===== src/rtl/joy_db9_pkg.sv =====
// Shared types and constants for the DB9/JAMMA joystick chain scanner.
// Holds the FSM states, default timing constants and the button bit positions in JOY_STATE.
package joy_db9_pkg;

  typedef enum logic [2:0] {
    StGap, StLoad, StSettle, StSlo, StShi, StDone, StExt
  } state_e;

  localparam int unsigned DefClkDiv   = 32;
  localparam int unsigned DefNbits    = 16;
  localparam int unsigned DefScanGap  = 64;
  localparam int unsigned DefDebounce = 2;
  localparam int unsigned DefExtIdle  = 256;

  // Bit positions in JOY_STATE; player 2 occupies the upper byte.
  localparam int unsigned P1Up    = 0;
  localparam int unsigned P1Down  = 1;
  localparam int unsigned P1Left  = 2;
  localparam int unsigned P1Right = 3;
  localparam int unsigned P1Fire1 = 4;
  localparam int unsigned P1Fire2 = 5;
  localparam int unsigned P2Up    = 8;
  localparam int unsigned P2Down  = 9;
  localparam int unsigned P2Left  = 10;
  localparam int unsigned P2Right = 11;
  localparam int unsigned P2Fire1 = 12;
  localparam int unsigned P2Fire2 = 13;

endpackage


===== src/rtl/joy_db9_scan_arbiter_if.sv =====
// Pin-side and core-side signals of the joystick chain scanner.
// master is the scanner itself; slave is the board/core side.
interface joy_db9_scan_arbiter_if #(
  parameter int unsigned NBITS = 16
);
  logic             ENABLE;
  logic             JOY_DATA;
  logic             JOY_CLK;
  logic             JOY_LOAD_N;
  logic             XJOY_CLK;
  logic             XJOY_LOAD_N;
  logic             XJOY_DATA;
  logic [NBITS-1:0] JOY_STATE;
  logic             FRAME_DONE;
  logic             CHANGED;
  logic             EXT_GRANT;

  modport master (
    input  ENABLE, JOY_DATA, XJOY_CLK, XJOY_LOAD_N,
    output JOY_CLK, JOY_LOAD_N, XJOY_DATA, JOY_STATE, FRAME_DONE, CHANGED, EXT_GRANT
  );

  modport slave (
    output ENABLE, JOY_DATA, XJOY_CLK, XJOY_LOAD_N,
    input  JOY_CLK, JOY_LOAD_N, XJOY_DATA, JOY_STATE, FRAME_DONE, CHANGED, EXT_GRANT
  );
endinterface


===== src/rtl/joy_tick_gen.sv =====
// Free-running prescaler: one-cycle tick every CLK_DIV clocks, on count CLK_DIV-1.
module joy_tick_gen #(
  parameter int unsigned CLK_DIV = 32
) (
  input  logic clk,
  input  logic rst_n,
  output logic tick
);
  localparam int unsigned CntW = (CLK_DIV > 1) ? $clog2(CLK_DIV) : 1;

  logic [CntW-1:0] cnt_q;

  assign tick = (cnt_q == CntW'(CLK_DIV - 1));

  always_ff @(posedge clk or negedge rst_n) begin
    if (!rst_n) begin
      cnt_q <= '0;
    end else if (tick) begin
      cnt_q <= '0;
    end else begin
      cnt_q <= cnt_q + CntW'(1);
    end
  end
endmodule


===== src/rtl/joy_db9_scan_arbiter.sv =====
// Scans the 74HC165 joystick chain, debounces it into JOY_STATE and hands the chain
// pins to an external scanner between frames when it asks for them.
module joy_db9_scan_arbiter
  import joy_db9_pkg::*;
#(
  parameter int unsigned CLK_DIV  = DefClkDiv,
  parameter int unsigned NBITS    = DefNbits,
  parameter int unsigned SCAN_GAP = DefScanGap,
  parameter int unsigned DEBOUNCE = DefDebounce,
  parameter int unsigned EXT_IDLE = DefExtIdle
) (
  input logic                    CLOCK_50,
  input logic                    RESET_N,
  joy_db9_scan_arbiter_if.master bus
);
  localparam int unsigned GapW  = $clog2(SCAN_GAP + 1);
  localparam int unsigned BitW  = $clog2(NBITS + 1);
  localparam int unsigned IdleW = $clog2(EXT_IDLE + 1);

  logic tick;

  joy_tick_gen #(
    .CLK_DIV(CLK_DIV)
  ) u_tick_gen (
    .clk  (CLOCK_50),
    .rst_n(RESET_N),
    .tick (tick)
  );

  state_e            fsm_q;
  logic [GapW-1:0]   gap_q;
  logic [BitW-1:0]   bit_q;
  logic [IdleW-1:0]  idle_q;
  logic [NBITS-1:0]  shreg_q, shadow_q, joy_state_q;
  logic [3:0]        dcnt_q;
  logic              clk_q, load_n_q, grant_q, req_q, frame_done_q, changed_q;
  logic [2:0]        xclk_q, xload_q;

  // Synchronisers feed edge detection only; the pin mux below uses the raw inputs.
  always_ff @(posedge CLOCK_50 or negedge RESET_N) begin
    if (!RESET_N) begin
      xclk_q  <= '0;
      xload_q <= '1;
    end else begin
      xclk_q  <= {xclk_q[1:0], bus.XJOY_CLK};
      xload_q <= {xload_q[1:0], bus.XJOY_LOAD_N};
    end
  end

  logic x_edge, x_req;
  assign x_edge = (xclk_q[2] ^ xclk_q[1]) | (xload_q[2] ^ xload_q[1]);
  assign x_req  = xload_q[2] & ~xload_q[1];

  logic [NBITS-1:0] frame_val, shadow_nxt;
  logic [3:0]       dcnt_nxt;
  logic             same, do_update;

  always_comb begin
    frame_val  = ~shreg_q;
    same       = (frame_val == shadow_q);
    shadow_nxt = same ? shadow_q : frame_val;
    if (!same) begin
      dcnt_nxt = 4'd1;
    end else if (dcnt_q == 4'hF) begin
      dcnt_nxt = dcnt_q;
    end else begin
      dcnt_nxt = dcnt_q + 4'd1;
    end
    do_update = (dcnt_nxt >= 4'(DEBOUNCE)) && (shadow_nxt != joy_state_q);
  end

  always_ff @(posedge CLOCK_50 or negedge RESET_N) begin
    if (!RESET_N) begin
      fsm_q        <= StGap;
      gap_q        <= '0;
      bit_q        <= '0;
      idle_q       <= '0;
      shreg_q      <= '0;
      shadow_q     <= '0;
      joy_state_q  <= '0;
      dcnt_q       <= '0;
      clk_q        <= 1'b0;
      load_n_q     <= 1'b1;
      grant_q      <= 1'b0;
      req_q        <= 1'b0;
      frame_done_q <= 1'b0;
      changed_q    <= 1'b0;
    end else begin
      frame_done_q <= 1'b0;
      changed_q    <= 1'b0;
      if (x_req && fsm_q != StExt) req_q <= 1'b1;
      unique case (fsm_q)
        StGap: begin
          if (req_q) begin
            fsm_q   <= StExt;
            grant_q <= 1'b1;
            req_q   <= 1'b0;
            idle_q  <= '0;
          end else if (tick) begin
            if (gap_q == GapW'(SCAN_GAP - 1)) begin
              if (bus.ENABLE) begin
                fsm_q    <= StLoad;
                load_n_q <= 1'b0;
                bit_q    <= '0;
              end
            end else begin
              gap_q <= gap_q + GapW'(1);
            end
          end
        end
        StLoad: if (tick) begin
          fsm_q    <= StSettle;
          load_n_q <= 1'b1;
        end
        StSettle: if (tick) fsm_q <= StSlo;
        StSlo: if (tick) begin
          shreg_q <= {shreg_q[NBITS-2:0], bus.JOY_DATA};
          bit_q   <= bit_q + BitW'(1);
          clk_q   <= 1'b1;
          fsm_q   <= StShi;
        end
        StShi: if (tick) begin
          clk_q <= 1'b0;
          fsm_q <= (bit_q == BitW'(NBITS)) ? StDone : StSlo;
        end
        StDone: begin
          frame_done_q <= 1'b1;
          shadow_q     <= shadow_nxt;
          dcnt_q       <= dcnt_nxt;
          if (do_update) begin
            joy_state_q <= shadow_nxt;
            changed_q   <= 1'b1;
          end
          if (req_q) begin
            fsm_q   <= StExt;
            grant_q <= 1'b1;
            req_q   <= 1'b0;
            idle_q  <= '0;
          end else begin
            fsm_q <= StGap;
            gap_q <= '0;
          end
        end
        StExt: begin
          if (x_edge) begin
            idle_q <= '0;
          end else if (tick) begin
            if (idle_q == IdleW'(EXT_IDLE - 1)) begin
              fsm_q   <= StGap;
              grant_q <= 1'b0;
              gap_q   <= '0;
            end else begin
              idle_q <= idle_q + IdleW'(1);
            end
          end
        end
        default: fsm_q <= StGap;
      endcase
    end
  end

  assign bus.JOY_CLK    = grant_q ? bus.XJOY_CLK : clk_q;
  assign bus.JOY_LOAD_N = grant_q ? bus.XJOY_LOAD_N : load_n_q;
  assign bus.XJOY_DATA  = bus.JOY_DATA;
  assign bus.JOY_STATE  = joy_state_q;
  assign bus.FRAME_DONE = frame_done_q;
  assign bus.CHANGED    = changed_q;
  assign bus.EXT_GRANT  = grant_q;
endmodule


===== src/flat_wrapper.sv =====
// flat-port wrapper written by rule: the top's interface ports become plain ports
module joy_db9_scan_arbiter_flat import joy_db9_pkg::*;
#(
  parameter int unsigned CLK_DIV  = DefClkDiv,
  parameter int unsigned NBITS    = DefNbits,
  parameter int unsigned SCAN_GAP = DefScanGap,
  parameter int unsigned DEBOUNCE = DefDebounce,
  parameter int unsigned EXT_IDLE = DefExtIdle
)
  (CLOCK_50, RESET_N, bus_ENABLE, bus_JOY_DATA, bus_XJOY_CLK, bus_XJOY_LOAD_N, bus_JOY_CLK, bus_JOY_LOAD_N, bus_XJOY_DATA, bus_JOY_STATE, bus_FRAME_DONE, bus_CHANGED, bus_EXT_GRANT);
  joy_db9_scan_arbiter_if #(.NBITS(NBITS)) bus_i ();
  input logic CLOCK_50;
  input logic RESET_N;
  input wire logic [$bits(bus_i.ENABLE)-1:0] bus_ENABLE;
  input wire logic [$bits(bus_i.JOY_DATA)-1:0] bus_JOY_DATA;
  input wire logic [$bits(bus_i.XJOY_CLK)-1:0] bus_XJOY_CLK;
  input wire logic [$bits(bus_i.XJOY_LOAD_N)-1:0] bus_XJOY_LOAD_N;
  output wire logic [$bits(bus_i.JOY_CLK)-1:0] bus_JOY_CLK;
  output wire logic [$bits(bus_i.JOY_LOAD_N)-1:0] bus_JOY_LOAD_N;
  output wire logic [$bits(bus_i.XJOY_DATA)-1:0] bus_XJOY_DATA;
  output wire logic [$bits(bus_i.JOY_STATE)-1:0] bus_JOY_STATE;
  output wire logic [$bits(bus_i.FRAME_DONE)-1:0] bus_FRAME_DONE;
  output wire logic [$bits(bus_i.CHANGED)-1:0] bus_CHANGED;
  output wire logic [$bits(bus_i.EXT_GRANT)-1:0] bus_EXT_GRANT;
  assign bus_i.ENABLE = bus_ENABLE;
  assign bus_i.JOY_DATA = bus_JOY_DATA;
  assign bus_i.XJOY_CLK = bus_XJOY_CLK;
  assign bus_i.XJOY_LOAD_N = bus_XJOY_LOAD_N;
  assign bus_JOY_CLK = bus_i.JOY_CLK;
  assign bus_JOY_LOAD_N = bus_i.JOY_LOAD_N;
  assign bus_XJOY_DATA = bus_i.XJOY_DATA;
  assign bus_JOY_STATE = bus_i.JOY_STATE;
  assign bus_FRAME_DONE = bus_i.FRAME_DONE;
  assign bus_CHANGED = bus_i.CHANGED;
  assign bus_EXT_GRANT = bus_i.EXT_GRANT;
  joy_db9_scan_arbiter #(.CLK_DIV(CLK_DIV), .NBITS(NBITS), .SCAN_GAP(SCAN_GAP), .DEBOUNCE(DEBOUNCE), .EXT_IDLE(EXT_IDLE)) u_core (.CLOCK_50(CLOCK_50), .RESET_N(RESET_N), .bus(bus_i));
endmodule

===== config.mk =====
export PLATFORM = sky130hd
export DESIGN_NAME = joy_db9_scan_arbiter_flat
export DESIGN_NICKNAME = d
export VERILOG_FILES = /design/src/rtl/joy_db9_pkg.sv /design/src/rtl/joy_db9_scan_arbiter_if.sv /design/src/rtl/joy_tick_gen.sv /design/src/rtl/joy_db9_scan_arbiter.sv /design/src/flat_wrapper.sv
export SDC_FILE = /design/constraint.sdc
export NUM_CORES = 1
export LEC_CHECK = 0
export CAP_MARGIN = 10
export CELL_PAD_IN_SITES_DETAIL_PLACEMENT = 1
export CELL_PAD_IN_SITES_GLOBAL_PLACEMENT = 2
export CORE_UTILIZATION = 35
export DETAILED_ROUTE_END_ITERATION = 10
export PLACE_DENSITY_LB_ADDON = 0.1
export RECOVER_POWER = 25
export REMOVE_ABC_BUFFERS = 1
export SYNTH_ARGS = -nofsm -noshare
export SYNTH_HDL_FRONTEND = slang
export SYNTH_SLANG_ARGS = --single-unit
export TNS_END_PERCENT = 1

===== constraint.sdc =====
create_clock -name CLOCK_50 -period 2.2 [get_ports CLOCK_50]
set_input_delay 0.44 -clock CLOCK_50 [delete_from_list [all_inputs] [get_ports CLOCK_50]]
set_output_delay 0.44 -clock CLOCK_50 [all_outputs]
set_load 0.05 [all_outputs]

# Word-level counts from Yosys, hierarchy flattened
# Index checks and enable logic that the tools add are counted.
# word_totals
reg_bits,93
latch_bits,0
mem_bits_rw,0
rom_bits,0
inputBits,6
out_inout_bits,22
elab_cells,138
mem_count,0
# op_classes
addsub,5
multipliers,0
div,0
magnitude_cmp,1
eq_ne,33
shifts,0
n_mux,58
bitwise,6
reduce_logical,18
# ops
operator,n
7-bit 2-to-1 mux,7
3-bit 2-to-1 mux,13
9-bit 2-to-1 mux,4
5-bit 2-to-1 mux,6
3-bit case mux with 7 select lines,1
7-bit case mux with 3 select lines,1
1-bit 2-to-1 mux,18
"2-bit by 1-bit != test with 1-bit output, second input constant",9
9-bit case mux with 2 select lines,1
16-bit equality test,1
16-bit 2-to-1 mux,1
16-bit != test,1
16-bit inverter,1
6-bit AND reduction,2
"5-bit by 1-bit adder with 5-bit output, second input constant",2
"5-bit equality test, second input constant",2
"2-bit != test, second input constant",5
5-bit case mux with 2 select lines,1
10-bit AND reduction,1
"9-bit by 1-bit adder with 9-bit output, second input constant",1
"3-bit equality test, second input constant",3
"9-bit by 8-bit equality test with 1-bit output, second input constant",1
"3-bit by 1-bit != test with 1-bit output, second input constant",3
4-bit 2-to-1 mux,2
24 further kinds,34

# Logic depth before layout (Yosys ltp)
# Gate-level depths: netlist of the first run.
# depth
depth_word,7
ltp_mapped,10

# Cells and area by module
# A second synthesis of the first run with hierarchy kept.
# unflattened
hier_cells,475
hier_area_um2,4695.8
# by_module_without_submodules
mod,instances,cells_each,area_per_inst_um2,seq_area_each_um2
joy_db9_scan_arbiter,1,460,4486.8,2207.1
joy_tick_gen,1,15,209.0,125.1

# Worst setup path before layout of the first run
# No wires, ideal clock.
# synth_path
kind,reg2reg
startpoint,register u_core.idle_q[0]
endpoint,register u_core.gap_q[5]
arrival_ns,2.048
slack_ns,0.024
path_stages_with_launch,11
synth_period_minus_slack_ns,2.176
path_cell_list,dfrtp_1 > ha_1 > and3_1 > and3_1 > and3_1 > ha_1 > and2_1 > nand4_1 > o311a_1 > o21ai_0 > o31ai_1
# synth_via
elab_chain_len,3
# synth_lines
item,line_no,source
start: declaration,joy_db9_scan_arbiter.sv:33,logic [IdleW-1:0] idle_q;
start signal: assignment,joy_db9_scan_arbiter.sv:153,idle_q <= idle_q + IdleW'(1);
9-bit by 8-bit equality test with 1-bit output,joy_db9_scan_arbiter.sv:148,if (idle_q == IdleW'(EXT_IDLE - 1)) begin
2-bit by 1-bit != test with 1-bit output (no source line),n/a,
8-bit AND reduction (no source line),n/a,
end signal: assignment,joy_db9_scan_arbiter.sv:107,gap_q <= gap_q + GapW'(1);
end: declaration,joy_db9_scan_arbiter.sv:31,logic [GapW-1:0] gap_q;
# Every way passes these cells.
# A chain may end at the register's enable or synchronous reset.

# Worst setup path after layout of the first run
# layout_path
startpoint,register u_core.idle_q[1]
endpoint,register u_core.gap_q[2]
# The elaborated chain is that of the path after synthesis.

==> results of run 1 <==
## through the flow
step | total power [W] | setup TNS [ns] | worst slack (ns) | std cells
after floorplan | 0.00176 | -18.22 | -1.04 | 425
after global placement | 0.00182 | -0.310 | -0.0771 | 652
after detailed placement | 0.00182 | -1.17 | -0.188 | 652
after CTS | 0.00329 | -0.523 | -0.0995 | 670
after global routing | 0.00334 | -1.11 | -0.121 | 671
final | 0.00321 | -0.0375 | -0.0220 | 671
## Yosys cell counts (11+ instances only)
cell      count
dfrtp_1      89
nand4_1      11
o21ai_0      45
xnor2_1      19
clkbuf_1     14
mux2i_1      16
nand2_1      64
xor2_1       22
nand2b_1     11
nor2_1       21
inv_1        25
o31ai_1      20
## layer usage
metal | share of wire (%) | up-vias | track usage [%] | routed length (um)
met5 | 0 | - | 0 | 0
met1 | 46 | 1679 | 22.2 | 4920
met2 | 50 | 46 | 31.3 | 5320
met3 | 2.8 | 12 | 3.92 | 301
met4 | 1.4 | 0 | 6.06 | 151
li1 | - | 1631 | - | -
## worst paths after layout
| path | endpoint | from |
|---|---|---|
| worst max-delay path | u_core.gap_q[2]$_DFFE_PN0P_ | u_core.idle_q[1]$_DFFE_PN0P_ |
| worst min-delay path | u_core.shreg_q[12]$_DFFE_PN0P_ | RESET_N |
| worst max register to register | u_core.gap_q[2]$_DFFE_PN0P_ | u_core.idle_q[1]$_DFFE_PN0P_ |
| worst min register to register | u_core.xload_q[1]$_DFF_PN1_ | u_core.xload_q[0]$_DFF_PN1_ |
| max in group asynchronous | u_core.req_q$_DFF_PN0_ | RESET_N |
| min in group CLOCK_50 | u_core.xload_q[1]$_DFF_PN1_ | u_core.xload_q[0]$_DFF_PN1_ |
## placed cells by master, fill, tap and decap left out, types with 4 or more instances in the layout
master / Yosys / layout
a21oi_1: 10 / 10
a31oi_1: 6 / 6
and3_1: 10 / 6
and3_4: 0 / 4
buf_4: 2 / 30
clkbuf_1: 14 / 4
clkbuf_16: 0 / 9
clkdlybuf4s50_1: 0 / 21
dfrtp_1: 89 / 89
dfstp_2: 4 / 4
ha_1: 9 / 7
inv_1: 25 / 25
mux2i_1: 16 / 16
nand2_1: 64 / 64
nand2b_1: 11 / 11
nand3_1: 8 / 8
nand4_1: 11 / 11
nor2_1: 21 / 21
nor4_1: 4 / 4
o21ai_0: 45 / 40
o21ai_1: 3 / 5
o31ai_1: 20 / 20
xnor2_1: 19 / 19
xor2_1: 22 / 22
## power by group through the flow
stage / registers [W] / logic, W / clock network [W]
floorplan: 0.00175 / 0.00000601 / 0
global placement: 0.00175 / 0.0000690 / 0
detailed placement: 0.00175 / 0.0000699 / 0
CTS: 0.00172 / 0.0000696 / 0.00150
global route: 0.00172 / 0.0000709 / 0.00155
finish: 0.00172 / 0.0000606 / 0.00143
## state kept, by name, indices dropped and copies added (netlist names), 4 cells and up
name / flops
u_core.bit_q: 5
u_core.bus.JOY_STATE: 16
u_core.dcnt_q: 4
u_core.gap_q: 7
u_core.idle_q: 9
u_core.shadow_q: 16
u_core.shreg_q: 16
u_core.u_tick_gen.cnt_q: 5
## what timing repair did
action,4_1_cts,5_1_grt
hold buffers,0,0
cloned,0,0
gates resized for setup,13,7
setup endpoints to repair,14,30
setup buffers,2,1
pin swaps,7,2
## worst reg2reg max path, cell delays in order, from the launching register on
cell	delay, ns
dfrtp_1	0.36
ha_2	0.18
and3_4	0.18
and3_4	0.19
and3_4	0.19
ha_4	0.13
and2_4	0.14
nand4_1	0.13
o311a_4	0.40
o21ai_1	0.14
o21ai_1	0.07
## cells by family (layout without fill, tap and decap cells)
group / Yosys count / count (layout) / synth area share [%]
adder cells (fa/ha/maj): 9 / 9 / 2.50
buffers and inverters: 58 / 99 / 5.57
AO/OA/AOI/OAI: 93 / 93 / 12.3
XOR/XNOR: 41 / 41 / 7.96
multiplexers: 18 / 18 / 4.05
AND/OR/NAND/NOR: 146 / 146 / 15.9
flip-flops: 93 / 93 / 51.7
## cell type report
cell class | count | share of cell area [%]
sequential | 93 | 42.9
multi-input combinational | 307 | 36.8
timing repair buffer | 58 | 9.68
clock buffer | 14 | 4.68
tap | 172 | 3.96
inverter | 25 | 1.73
clock inverter | 2 | 0.184
==> metrics.yaml, run 1 <==
status: "complete, but fails checks"
violations: "setup timing"
cts_sinks: 93
insertion_delay_ns: 0.35
cp.arrival_ns: 2.45
p_int_w: 0.00253
relSlewSlack_pct: 32.0
cts_tree: "done"
cap_violations: 0
grt_antenna_before_repair: 0
grt_first_pass_wirelength_um: 18300
setup_viol: 3
slowest_stage: "o311a_4"
crit_fanout: 8
hold_ws_ns: 0.264
yosysUniqueCellTypes: 46
max_stage_delay_ns: 0.40
ys_seq_area_share_pct: 51.7
syn2layout_area_growth_pct: 20.4
synth_edf_count: 0
rsz0062_at_grt: "true"
r2r_slack_ns: -0.02
final_area_mm2: 0.00543
synth-async-reset-ratio_pct: 100
crit_path_end_kind: "flop"
cts_max_level: 3
multi_input_area_mm2: 0.00200
root_buffer: "clkbuf_16"
netlist_area_mm2: 0.00451
grt_overflow: 0
layout-drive-gt1-share_pct: 13.8
port_buffers: 27
die_x_um: 116
drt-pass1-iter-count: 4
syn_inst: 458
crit_path_frequent_cell: "and3_4"
vias: 3368
cts_buffers: 9
crit_buf_inv: 0
post_drt_wl_per_cell_um: 15.9
finalHoldViolCount: 0
synth_top_area_cell: "dfrtp_1"
power_density_mw_per_mm2: 591
ys_warn_count: 0
nNetsFinal: 509
period_minus_slack_ns: 2.22
cp-start-kind: "flop"
tightestPinTransition_ns: 1.02
synth_top_area_share_pct: 49.4
cts_buffer_depth: 2
vdd_drop_max_uv: 344
coreArea_mm2: 0.0126
gp_congestion: 0.768
die-height_um: 116
synthTopCellsByArea: "dfrtp_1 49%, nand2_1 5.3%, o21ai_0 5.0%"
start_util_pct: 35.8
post-dp-hpwl_um: 7490
critPathKind: "flop to flop"
p_leak_nw: 2.58
drt_iter0_drc: 101
drc: 0
rows: 41
p_sw_w: 0.000680
critical_path_cell_count: 10
antenna_cells: 0
final-max-slew-violation-count: 0
hp-class: "input pin to asynchronous set/reset pin"
fin_worst_skew_ns: 0.0115
timing.fmax_mhz: 450
ioPinCount: 28
crit_path_cell_trace: "ha_2 > and3_4 > and3_4 > and3_4 > ha_4 > and2_4 > nand4_1 > o311a_4 > o21ai_1 > o21ai_1"
ant_nets: 0
ys.flop_type: "dfrtp_1"
post-route-util_pct: 43.0
power_frac_seq_pct: 53.6
ys_ff_latch: 93
clkPwrFrac_pct: 44.5
grt_max_degree: 39
path_delay_family: "simple AND/OR/NAND/NOR gates"
grt_pass1_vias: 3614
fin_ws_ns: -0.0220
wl_um: 10700
avgSynthCellArea_um2: 9.85
seq_area_mm2: 0.00233
min_period_over_period_pct: 101
crit_required_ns: 2.43
grt_usage_pct: 18.0
r2r_cells: 10
die_area_mm2: 0.0133
n_fill_cell: 1443
p_sw_share_pct: 21.2
vias_per_cell: 5.02
place_area_mm2: 0.00509
combPwrFrac_pct: 1.9
clkSlewWorstSetupHoldPaths_ns: 0.07
Power figures use the tool's default switching activity.
==> run 2, diff against run 1 <==
CORE_MARGIN = 10   (was not set)
==> run 2 against run 1 <==
Net effect: combinational power barely moved; clock power rose by 9%; via count fell by 0.53%; sequential share of layout area fell by 0.40 points; largest power group unchanged; worst setup slack got worse by 0.033 ns; first-iteration DRC count rose by 66%; routed wire length fell by 0.60%; design area rose by 0.94%; power rose by 4.2%; the run ends with capacitance limit, slew limit, setup timing left; highest routed layer unchanged; fmax fell by 1.5%; flip-flop and latch count did not move; largest cell class unchanged.
==> metrics.yaml, run 2 (synthesis results as in run 1) <==
grt_first_pass_wirelength_um: 18200
dp.cells: 652
status: "complete, but fails checks"
ioPinCount: 28
clkPwrFrac_pct: 46.8
coreArea_mm2: 0.0126
grt_usage_pct: 12.5
min_period_over_period_pct: 102
cap_violations: 1
finalSetupTns_ns: -0.188
grt_antenna_before_repair: 0
tightestPinTransition_ns: 1.99
finalHoldViolCount: 0
setup_viol: 5
power_density_mw_per_mm2: 610
routed.top_layer: "met4"
vias_per_cell: 4.98
final-max-slew-violation-count: 35
antenna_cells: 0
final_cells: 673
drt_iter0_drc: 168
fin_worst_skew_ns: 0.00742
fin_ws_ns: -0.0547
rsz0062_at_grt: "true"
layout-drive-gt1-share_pct: 15.0
final_cell_mix: "89 x dfrtp_1, 64 x nand2_1, 42 x o21ai_0"
drc: 0
n_fill_cell: 1424
hold_ws_ns: 0.352
vdd_drop_max_uv: 312
p_int_w: 0.00264
root_buffer: "clkbuf_16"
die_area_mm2: 0.0178
final_area_mm2: 0.00548
clkSlewWorstSetupHoldPaths_ns: 0.06
vias: 3350
p_sw_w: 0.000702
cts_max_level: 3
cts_tree: "done"
syn2layout_area_growth_pct: 21.5
cts_buffers: 9
hp-class: "flop to flop"
cts_hold_buf: 0
met3WireLength_um: 313
met2_wirelength_um: 5260
ant_nets: 0
post_drt_wl_per_cell_um: 15.8
critPathKind: "flop to flop"
period_minus_slack_ns: 2.25
power_frac_seq_pct: 51.4
grt_overflow: 0
start_util_pct: 35.8
crit_path_end_kind: "flop"
timing.fmax_mhz: 444
cp.arrival_ns: 2.48
layout_commonest_cell: "dfrtp_1"
wl_met1_um: 4910
nNetsFinal: 511
violations: "capacitance limit, slew limit, setup timing"
place_area_mm2: 0.00509
post-dp-hpwl_um: 7390
cts_buffer_depth: 2
die-height_um: 134
drt-pass1-iter-count: 4
crit_required_ns: 2.42
combPwrFrac_pct: 1.8
p_sw_share_pct: 21.0
relSlewSlack_pct: -32.7
p_leak_nw: 2.60
cts_sinks: 93
rows: 41
port_buffers: 27
crit_fanout: 8
grt_max_degree: 42
cp-start-kind: "flop"
gp_congestion: 0.769
insertion_delay_ns: 0.34
wl_um: 10600
grt_pass1_vias: 3563
die_x_um: 134
[run 2: area by class of cell]
type / count / area [um^2] / share of cell area (%)
multi-input cells: 307 / 2000 / 36.5
flip-flops and latches: 93 / 2330 / 42.5
clock inverters: 4 / 47.5 / 0.867
clock buffers: 12 / 246 / 4.50
inverters: 25 / 93.8 / 1.71
well taps: 172 / 215 / 3.93
repair buffers: 60 / 546 / 9.95
[run 2: metrics by stage]
step	total power [W]	utilization, %	worst slack, ns
2_1_floorplan	0.00176	-	-1.04
4_1_cts	0.00341	43.2	-0.121
3_5_place_dp	0.00182	40.3	-0.176
6_report	0.00334	43.4	-0.0547
5_1_grt	0.00350	43.4	-0.121
3_3_place_gp	0.00182	40.3	-0.101
[run 2: worst max-delay path, stage by stage, from the launching register on]
cell     delay (ns)
dfrtp_1        0.37
ha_2           0.19
and3_4         0.18
and3_4         0.18
and3_4         0.19
ha_4           0.13
and2_4         0.13
nand4_1        0.16
o311a_4        0.41
o21ai_2        0.13
o31ai_1        0.08
[run 2: path summary, 6_finish.rpt]
check	startpoint	end	slack (ns)	depth (start not counted)
setup / recovery	u_core.idle_q[1]$_DFFE_PN0P_	u_core.gap_q[4]$_DFFE_PN0P_	-0.05	10
hold / removal	u_core.xclk_q[0]$_DFF_PN0_	u_core.xclk_q[1]$_DFF_PN0_	0.35	0
min in group asynchronous	RESET_N	u_core.bus.CHANGED$_DFF_PN0_	0.65	1
setup reg to reg	u_core.idle_q[1]$_DFFE_PN0P_	u_core.gap_q[4]$_DFFE_PN0P_	-0.05	10
hold reg to reg	u_core.xclk_q[0]$_DFF_PN0_	u_core.xclk_q[1]$_DFF_PN0_	0.35	0
max in group asynchronous	RESET_N	u_core.bus.EXT_GRANT$_DFFE_PN0P_	0.31	2
[run 2: metal layers]
| metal | global-route usage [%] | up-vias |
|---|---|---|
| met2 | 20.4 | 31 |
| li1 | - | 1630 |
| met1 | 15.8 | 1679 |
| met4 | 3.81 | 0 |
| met3 | 3.27 | 10 |
| met5 | 0 | - |
[run 2: power groups by stage]
stage	logic (W)	registers [W]	clock network (W)
6_report	0.0000603	0.00172	0.00156
5_1_grt	0.0000704	0.00172	0.00171
4_1_cts	0.0000681	0.00172	0.00163
3_5_place_dp	0.0000679	0.00175	0
3_3_place_gp	0.0000673	0.00175	0
2_1_floorplan	0.00000601	0.00175	0
[run 2: repair_timing]
item,in CTS,in global routing
pin swaps,10,1
setup endpoints to repair,12,44
resized for setup,14,6
setup buffers,2,3
==> run 3, diff against run 2 <==
CORE_MARGIN = not set   (was 10)
SKIP_CTS_REPAIR_TIMING = 1   (was not set)
==> run 3 against run 2 <==
Net effect: the run ends with setup timing left; die area decreased by 25%; power shrank 3.8%; design area shrank 1.0%; critical path depth did not move; critical endpoint is now u_core.gap_q[3]$_DFFE_PN0P_; largest power group unchanged.
==> metrics.yaml, run 3 (synthesis results as in run 1) <==
status: "complete, but fails checks"
violations: "setup timing"
cts_sinks: 93
timing.fmax_mhz: 431
fin_worst_skew_ns: 0.0123
clkSlewWorstSetupHoldPaths_ns: 0.07
place_area_mm2: 0.00509
min_period_over_period_pct: 105
post_drt_wl_per_cell_um: 15.9
final_cell_mix: "89 x dfrtp_1, 64 x nand2_1, 41 x o21ai_0"
antenna_cells: 0
final_cells: 670
start_util_pct: 35.8
power_frac_seq_pct: 53.5
port_buffers: 27
cts_buffers: 9
p_sw_share_pct: 21.4
grt_pass1_vias: 3589
rsz0062_at_grt: "true"
root_buffer: "clkbuf_16"
grt_overflow: 0
dp_worst_setup_slack_ns: -0.188
dp.cells: 652
vias: 3346
met2_usage_pct: 31.1
p_int_w: 0.00253
cp-start-kind: "flop"
die_x_um: 116
hp-class: "input pin to asynchronous set/reset pin"
grt_antenna_before_repair: 0
critPathKind: "flop to flop"
coreArea_mm2: 0.0126
gp_congestion: 0.768
cp-startpoint: "u_core.idle_q[1]$_DFFE_PN0P_"
drt-pass1-iter-count: 4
die-height_um: 116
drt_iter0_drc: 104
p_sw_w: 0.000689
die_area_mm2: 0.0133
r2r-start: "u_core.idle_q[1]$_DFFE_PN0P_"
crit_fanout: 8
insertion_delay_ns: 0.35
grt_usage_pct: 18.0
cts_max_level: 3
p_leak_nw: 2.57
drc: 0
cap_violations: 0
post-dp-hpwl_um: 7490
tightestPinTransition_ns: 1.01
vias_per_cell: 4.99
fin_total_pwr_w: 0.00322
relSlewSlack_pct: 32.4
ant_nets: 0
grt_first_pass_wirelength_um: 18300
period_minus_slack_ns: 2.32
n_fill_cell: 1441
syn2layout_area_growth_pct: 20.3
layout_commonest_cell: "dfrtp_1"
ioPinCount: 28
grt_use_met1_pct: 22.4
final_area_mm2: 0.00543
cts_buffer_depth: 2
fin_ws_ns: -0.119
setup_viol: 7
cp.arrival_ns: 2.55
grt-busiest-layer: "met2"
combPwrFrac_pct: 1.9
final-max-slew-violation-count: 0
power_density_mw_per_mm2: 593
grt_max_degree: 39
layout-drive-gt1-share_pct: 13.9
vdd_drop_max_uv: 343
rows: 41
finalSetupTns_ns: -0.660
clkPwrFrac_pct: 44.7
globalRouteMet3Util_pct: 3.87
finalHoldViolCount: 0
crit_required_ns: 2.43
crit_path_end_kind: "flop"
wl_um: 10600
nNetsFinal: 508
cts_tree: "done"
run 3: cell types whose count changed in the layout (fill, tap and decap cells not counted), sizes merged:
cell,change
buf,-4
bufinv,-1
clkbuf,+3
clkinvlp,-1
run 3: final timing paths:
check / endpoint / cells past startpoint / slack, ns
max in group asynchronous: u_core.req_q$_DFF_PN0_ / 2 / 0.58
min: u_core.shreg_q[12]$_DFFE_PN0P_ / 1 / 0.26
max reg2reg: u_core.gap_q[3]$_DFFE_PN0P_ / 10 / -0.12
min in group CLOCK_50: u_core.xload_q[1]$_DFF_PN1_ / 0 / 0.35
min reg2reg: u_core.xload_q[1]$_DFF_PN1_ / 0 / 0.35
max: u_core.gap_q[3]$_DFFE_PN0P_ / 10 / -0.12
run 3: worst max-delay path, stage by stage, from the launching register on:
cell,delay (ns)
dfrtp_1,0.37
ha_2,0.19
and3_4,0.18
and3_4,0.19
and3_4,0.19
ha_4,0.13
and2_4,0.14
nand4_1,0.14
o311a_4,0.47
o21ai_2,0.13
o21ai_1,0.07
run 3: per-stage QoR:
step | utilization [%] | hold slack (ns)
after global routing | 43.0 | 0.333
after global placement | 40.3 | 0.346
after detailed placement | 40.3 | 0.348
after floorplan | - | 0.144
after CTS | 42.4 | 0.0858
final | 43.0 | 0.258
run 3: power groups by stage:
stage                     Clock, W  Sequential, W  Combinational (W)
after detailed placement         0        0.00175          0.0000699
after global placement           0        0.00175          0.0000690
after global routing       0.00155        0.00172          0.0000709
final                      0.00144        0.00172          0.0000606
after CTS                  0.00150        0.00172          0.0000696
after floorplan                  0        0.00175         0.00000601
run 3: final cells by class:
| cell class | instances | area [um^2] | share of cell area [%] |
|---|---|---|---|
| clock inverter | 2 | 10.0 | 0.184 |
| timing repair buffer | 57 | 518 | 9.55 |
| tap | 172 | 215 | 3.97 |
| inverter | 25 | 93.8 | 1.73 |
| clock buffer | 14 | 254 | 4.68 |
| multi-input combinational | 307 | 2000 | 36.9 |
| sequential | 93 | 2330 | 43.0 |
run 3: layer usage:
layer | wire [um] | up-vias
li1 | - | 1628
met1 | 4950 | 1673
met2 | 5280 | 33
met3 | 251 | 12
met4 | 150 | 0
met5 | 0 | -
